### src/rtl/interrupt_ctrl.sv
`default_nettype none
// ============================================================================
// Module      : interrupt_ctrl
// Description : Five-source interrupt controller with IF (0xFF0F) and
//               IE (0xFFFF) registers, edge capture of peripheral requests,
//               fixed priority (vblank highest) and a three-state service
//               handshake toward the CPU.
// Revision    : 1.0 - initial release
// ============================================================================
module interrupt_ctrl (
  input  logic        clk,
  input  logic        rst,
  input  logic [15:0] a,
  input  logic [7:0]  din,
  output logic [7:0]  dout,
  input  logic        rd,
  input  logic        wr,
  input  logic [4:0]  int_req,
  output logic [4:0]  int_ack,
  output logic        cpu_int_req,
  output logic [7:0]  cpu_int_vec,
  input  logic        cpu_int_ack
);

  localparam logic [15:0] ADDR_IF = 16'hFF0F;
  localparam logic [15:0] ADDR_IE = 16'hFFFF;

  typedef enum logic [1:0] {
    IDLE     = 2'd0,
    ACK      = 2'd1,
    WAIT_REL = 2'd2
  } state_t;

  state_t      state;
  logic [4:0]  if_reg;
  logic [7:0]  ie_reg;
  logic [4:0]  req_d;
  logic [2:0]  svc_idx;

  logic [4:0]  req_edge;
  logic [4:0]  pending;
  logic [2:0]  winner;
  logic        take_svc;
  logic [4:0]  svc_clr;
  logic [4:0]  if_next;
  logic        unused_rd;

  // The read strobe does not qualify dout; it is accepted only for bus symmetry.
  assign unused_rd = rd;

  // Vector for a source index: 0x40 + 8*idx.
  function automatic logic [7:0] vec_of(input logic [2:0] idx);
    return 8'h40 + {2'b00, idx, 3'b000};
  endfunction

  assign req_edge = int_req & ~req_d;
  assign pending  = if_reg & ie_reg[4:0];
  assign take_svc = (state == IDLE) && cpu_int_ack && (pending != 5'd0);

  // Lowest-index pending bit wins; scan downward so the lowest set bit is last.
  always_comb begin
    winner = 3'd0;
    for (int i = 4; i >= 0; i--) begin
      if (pending[i]) winner = 3'(i);
    end
  end

  assign svc_clr = take_svc ? (5'd1 << winner) : 5'd0;

  // IF next value: bus write, then service clear, then edge set (set wins).
  always_comb begin
    if_next = if_reg;
    if (wr && (a == ADDR_IF)) if_next = din[4:0];
    if_next = if_next & ~svc_clr;
    if_next = if_next | req_edge;
  end

  // Combinational read port; unmapped addresses float high.
  always_comb begin
    case (a)
      ADDR_IF: dout = {3'b111, if_reg};
      ADDR_IE: dout = ie_reg;
      default: dout = 8'hFF;
    endcase
  end

  // CPU-facing request and vector; frozen on svc_idx while servicing.
  always_comb begin
    if (state == IDLE) begin
      cpu_int_req = |pending;
      cpu_int_vec = (pending != 5'd0) ? vec_of(winner) : 8'h00;
    end else begin
      cpu_int_req = 1'b0;
      cpu_int_vec = vec_of(svc_idx);
    end
  end

  // Register file and request edge history; active in every FSM state.
  always_ff @(posedge clk) begin
    if (rst) begin
      if_reg <= 5'd0;
      ie_reg <= 8'd0;
      req_d  <= 5'd0;
    end else begin
      if_reg <= if_next;
      req_d  <= int_req;
      if (wr && (a == ADDR_IE)) ie_reg <= din;
    end
  end

  // Service handshake FSM with registered one-cycle acknowledge.
  always_ff @(posedge clk) begin
    if (rst) begin
      state   <= IDLE;
      svc_idx <= 3'd0;
      int_ack <= 5'd0;
    end else begin
      case (state)
        IDLE: begin
          int_ack <= 5'd0;
          if (take_svc) begin
            svc_idx <= winner;
            int_ack <= 5'd1 << winner;
            state   <= ACK;
          end
        end
        ACK: begin
          int_ack <= 5'd0;
          state   <= WAIT_REL;
        end
        WAIT_REL: begin
          int_ack <= 5'd0;
          if (!cpu_int_ack) state <= IDLE;
        end
        default: begin
          int_ack <= 5'd0;
          state   <= IDLE;
        end
      endcase
    end
  end

endmodule
`default_nettype wire
### config.mk
export PLATFORM = sky130hd
export DESIGN_NAME = interrupt_ctrl
export DESIGN_NICKNAME = d
export VERILOG_FILES = /design/src/rtl/interrupt_ctrl.sv
export SDC_FILE = /design/constraint.sdc
export NUM_CORES = 1
export LEC_CHECK = 0
export CAP_MARGIN = 20
export CELL_PAD_IN_SITES_DETAIL_PLACEMENT = 1
export CELL_PAD_IN_SITES_GLOBAL_PLACEMENT = 1
export CORE_MARGIN = 2
export CORE_UTILIZATION = 25
export CTS_CLUSTER_DIAMETER = 100
export CTS_CLUSTER_SIZE = 16
export DETAILED_ROUTE_END_ITERATION = 8
export DONT_BUFFER_PORTS = 1
export MAX_ROUTING_LAYER = met4
export PLACE_DENSITY_LB_ADDON = 0.25
export SETUP_SLACK_MARGIN = 0.4
export SYNTH_ARGS = -nofsm -noshare
export SYNTH_HDL_FRONTEND = slang
export SYNTH_SLANG_ARGS = --single-unit
export TNS_END_PERCENT = 5
### constraint.sdc
create_clock -name clk -period 2.1 [get_ports clk]
set_input_delay 0.42 -clock clk [delete_from_list [all_inputs] [get_ports clk]]
set_output_delay 0.42 -clock clk [all_outputs]
set_load 0.05 [all_outputs]
* Word-level counts from Yosys, hierarchy flattened
Index checks and enable logic that the tools add are counted.
Cells by class: add/subtract/negate cells 2, multipliers 0, div/mod/pow operators 0, magnitude comparators 0, equality and inequality tests 6, shifts and indexed selects 1, multiplexer cells 14, bitwise operators 7, reduce and logical (&&, ||, !) cells 10
Operators by type and width (count):
- == test 16 bit (second input constant) | 2
- adder 7 x 6 -> 8 bit (first input constant) | 2
- 2-to-1 mux 8 bit | 2
- one-hot mux 8 bit (2 select lines) | 1
- AND 5 bit | 3
- 2-to-1 mux 3 bit | 5
- 2-to-1 mux 5 bit | 2
- inverter 5 bit | 2
- one-hot mux 2 bit (3 select lines) | 1
- OR 5 bit | 1
- nonzero test 5 bit | 1
- OR reduction 5 bit | 1
- << shifter 1 x 3 -> 5 bit (first input constant) | 1
- logical AND 1 bit | 4
- 2-to-1 mux 2 bit | 2
- inequality test 2 bit (second input constant) | 2
- AND reduction 2 bit | 2
- == test 2 x 1 -> 1 bit (second input constant) | 1
- == test 2 bit (second input constant) | 1
- logical NOT 2 bit | 1
- OR reduction 2 bit | 1
- 2-to-1 mux 1 bit | 1
- inverter 1 bit | 1
Word-level totals: register bits after elaboration 28, latch bits 0, bits in writable memories 0, bits in read-only memories 0, input bits 34, output and inout port bits 22, word-level logic and storage cells 46, memories 0

* Logic depth before layout (Yosys ltp)
depth after elaboration 11, gate-level depth with buffers 6, mapped depth without buffers 4

* Least setup slack after synthesis
Ideal clock, no wire load.
path type reg2out, from register if_reg[1], to output port cpu_int_vec[5], arrival time 1.977 ns, required time 1.680 ns, path slack -0.297 ns, cell stages (with the launch flop) 4, buffers on the path 0, cells stage by stage dfxtp_1 a22oi_1 nand2_1 o31ai_1
On the way: word-level cells in the longest chain between the ends 6, elaborated cells on any way between the ends 7, those cells by class 1 x add/sub; 4 x mux; 1 x bitwise; 1 x reduce/logical
RTL lines:
- start: declaration | line 35 | logic [4:0] if_reg;
- start signal: assignment | line 105 | if_reg <= if_next;
- AND 5 bit * | line 57 | assign pending = if_reg & ie_reg[4:0];
- 2-to-1 mux 3 bit (2 in a row) | line 64 | if (pending[i]) winner = 3'(i);
- adder 7 x 6 -> 8 bit | line 53 | return 8'h40 + {2'b00, idx, 3'b000};
- 2-to-1 mux 8 bit * | line 91 | cpu_int_vec = (pending != 5'd0) ? vec_of(winner) : 8'h00;
- 2-to-1 mux 8 bit * | line 89 | if (state == IDLE) begin
- end: declaration | line 21 | output logic [7:0] cpu_int_vec,
Mark *: on every way between the ends. The rest lies on a longest branch, timed or not.

* Final worst setup path
from input port a[5], to output port dout[2]
On the way: word-level cells in the longest chain between the ends 2, elaborated cells on any way between the ends 3, those cells by class 2 x eq/ne; 1 x mux
RTL lines:
- start: declaration | line 13 | input logic [15:0] a,
- == test 16 bit | line 80 | case (a)
- one-hot mux 8 bit (2 select lines) * | line 80
- end: declaration | line 15 | output logic [7:0] dout,
Marked as above.

==> flow_metrics.py <==
metrics = {
    "outcome": {
        "status": "complete, but fails checks",
        "violations": "negative setup slack",
    },
    "clock_tree": {
        "cts_buffers": 3,
        "clockBufferDepth": 2,
        "clkTransAtPathRegs_ps": 90,
        "cts_tree": "built",
        "clock-sinks": 28,
        "insertion_delay_ps": 270,
        "htreeDepth": 1,
        "hold_buffers": 0,
        "root_buffer": "clkbuf_8",
        "post-cts-setup-buffers": 0,
    },
    "place": {
        "portBuffers": 0,
        "pre_cts_ws_ps": -158.3,
        "dp.cells": 256,
        "place.gp.congestion": 0.7788,
        "post_dp_cell_area_mm2": 0.001630,
        "hpwl_mm": 3.503,
    },
    "critical_path": {
        "cp-start-kind": "input pin",
        "arrival_ps": 1770,
        "r2r_setup_slack_ps": 590,
        "critPathKind": "in -> out",
        "endpoint_kind": "output pin",
        "worst-path-max-fanout": 4,
        "required_ps": 1680,
    },
    "floorplan": {
        "start_util_pct": 25.63,
        "die_h_um": 78.90,
        "ioPinCount": 56,
        "coreArea_mm2": 0.005473,
        "die_w_um": 78.90,
        "rows": 27,
        "dieArea_mm2": 0.006225,
    },
    "run": {
        "maxCapViolations": 0,
    },
    "grt": {
        "grt.total_usage_pct": 16.00,
        "grt_pass1_vias": 1527,
        "gr-total-overflow": 0,
        "grt_first_pass_wirelength_mm": 7.562,
        "antenna_found_initial": 0,
        "grt_start_max_net_pins": 26,
    },
    "layout": {
        "drive_gt1_share_pct": 33.69,
        "largest_register_ffs": 8,
        "final_cell_mix": "21 x dfxtp_1, 13 x nand2_1, 12 x nand4_1, 11 x a21oi_1",
        "final_common_cell": "dfxtp_1",
        "nets": 223,
        "final.fill_count": 665,
        "stdcell_area_mm2": 0.001842,
        "fin_util_pct": 33.65,
        "antenna_cells": 0,
        "synthToLayoutAreaGrowth_pct": 31.31,
        "final_cells": 259,
    },
    "timing": {
        "slew_violations": 0,
        "period_needed_ps": 2189,
        "rsz0062_at_grt": "yes",
        "setup_viol": 5,
        "period_share_pct": 104.3,
        "finalHoldViolCount": 0,
        "fin_skew_ps": 3.832,
        "final.setup.worst_slack_ps": -89.42,
        "whs_ps": 204.1,
        "max_freq_mhz": 456.7,
    },
    "logic_synthesis": {
        "synth_cells": 174,
        "synth-seq-cells": 28,
        "synth.avg_cell_area_um2": 8.061,
        "synth_area_mm2": 0.001403,
        "yosysUniqueCellTypes": 36,
        "yosys_warnings": 0,
        "ys_seq_area_share_pct": 39.96,
    },
    "drt": {
        "ant_nets": 0,
        "wire_per_inst_um": 18.16,
        "wl_mm": 4.704,
        "first_iter_violations": 50,
        "routed_via_density": 5.452,
        "drc": 0,
        "first_pass_iters": 5,
        "vias": 1412,
    },
    "pwr": {
        "p_per_area_mw_per_mm2": 491.5,
        "power_leakage_uw": 0.0006459,
        "vdd_drop_max_mv": 0.1998,
    },
    "hold_path": {
        "min_path_type": "in -> reg",
    },
}
worst max-delay path, stage by stage:
cell and delay, ps:
or4_4 540, nor4_4 240, nor2_1 110, a221o_2 450
cell type report:
class / count / area, um2 / share of cell area (%)
multi-input combinational: 130 / 902.1 / 48.98
sequential: 28 / 579.3 / 31.45
timing repair buffer: 18 / 198.9 / 10.80
tap: 72 / 90.09 / 4.891
clock buffer: 3 / 41.29 / 2.242
inverter: 8 / 30.03 / 1.630
path summary, 6_finish.rpt:
path,cells after the start,end,from
worst max-delay path,4,dout[2],a[5]
worst max register to register,4,svc_idx[0],ie_reg[2]
worst min register to register,2,ie_reg[7],ie_reg[7]
worst min-delay path,1,ie_reg[3],rst
stage by stage:
stage | total power, uW | TNS, ps
after floorplan | 623.0 | -761.3
after global placement | 628.2 | -469.1
after detailed placement | 630.6 | -710.7
after CTS | 920.1 | -347.8
after global routing | 955.4 | -511.8
final | 905.3 | -257.9
cells in the mapped netlist:
| cell type | count | share of area (%) |
|---|---|---|
| clkbuf_1 | 3 | 0.80 |
| nor4_4 | 1 | 1.5 |
| a221o_1 | 2 | 1.4 |
| a21oi_1 | 12 | 4.3 |
| o311ai_0 | 4 | 2.5 |
| o2111ai_1 | 3 | 1.9 |
| nand2_1 | 20 | 5.4 |
| nand3_1 | 9 | 3.2 |
| a22o_1 | 1 | 0.62 |
| nand2b_1 | 3 | 1.3 |
| and2_1 | 3 | 1.3 |
| o211ai_1 | 2 | 1.1 |
| nand4_1 | 12 | 5.4 |
| or4_1 | 2 | 1.1 |
| nor4_1 | 4 | 1.8 |
| a31oi_1 | 2 | 0.89 |
| a211oi_1 | 1 | 0.54 |
| a22oi_1 | 5 | 2.7 |
| o221ai_1 | 1 | 0.62 |
| buf_2 | 3 | 1.1 |
| buf_4 | 4 | 2.1 |
| nor3_1 | 1 | 0.36 |
| and4_2 | 1 | 0.71 |
| nor2b_1 | 2 | 0.89 |
| nor2_1 | 13 | 3.5 |
| mux2_2 | 1 | 0.80 |
| or2_2 | 3 | 1.3 |
| buf_1 | 1 | 0.27 |
| o21ai_0 | 11 | 3.9 |
| nor3b_2 | 1 | 0.89 |
| dfxtp_1 | 28 | 40 |
| inv_1 | 8 | 2.1 |
| o31ai_1 | 1 | 0.54 |
| conb_1 | 1 | 0.27 |
| and4_1 | 4 | 2.5 |
| and3_1 | 1 | 0.45 |
per-layer routing:
metal  vias to the layer above  GRT usage (%)  part of all wire [%]
li1                        667              -                     -
met1                       703          16.76                    39
met2                        40          30.09                    56
met5                         -              -                     0
met4                         0          3.966                  0.47
met3                         2          3.977                   5.2
power breakdown:
| group | leakage (uW) | internal (uW) | switching (uW) | total [uW] |
|---|---|---|---|---|
| Clock | 0.0000216 | 129 | 154 | 282 |
| Sequential | 0.000232 | 544 | 16.5 | 560 |
| Combinational | 0.000392 | 19.5 | 43.4 | 63.0 |
| Total | 0.000646 | 692 | 214 | 905 |
kinds of logic after synthesis:
kind of cell | after synthesis | share of synthesized area [%]
and+or+nand+nor | 80 | 31.58
AOI/OAI and AO/OA | 45 | 20.96
DFF | 28 | 39.96
buffers and inverters | 19 | 6.422
muxes | 1 | 0.8028
other | 1 | 0.2674
what timing repair did:
item / 4_1_cts / 5_1_grt
resized for setup: 35 / 18
pin swaps: 10 / 11
setup endpoints to repair: 13 / 13
No activity file was read; power rests on OpenSTA's default activity.
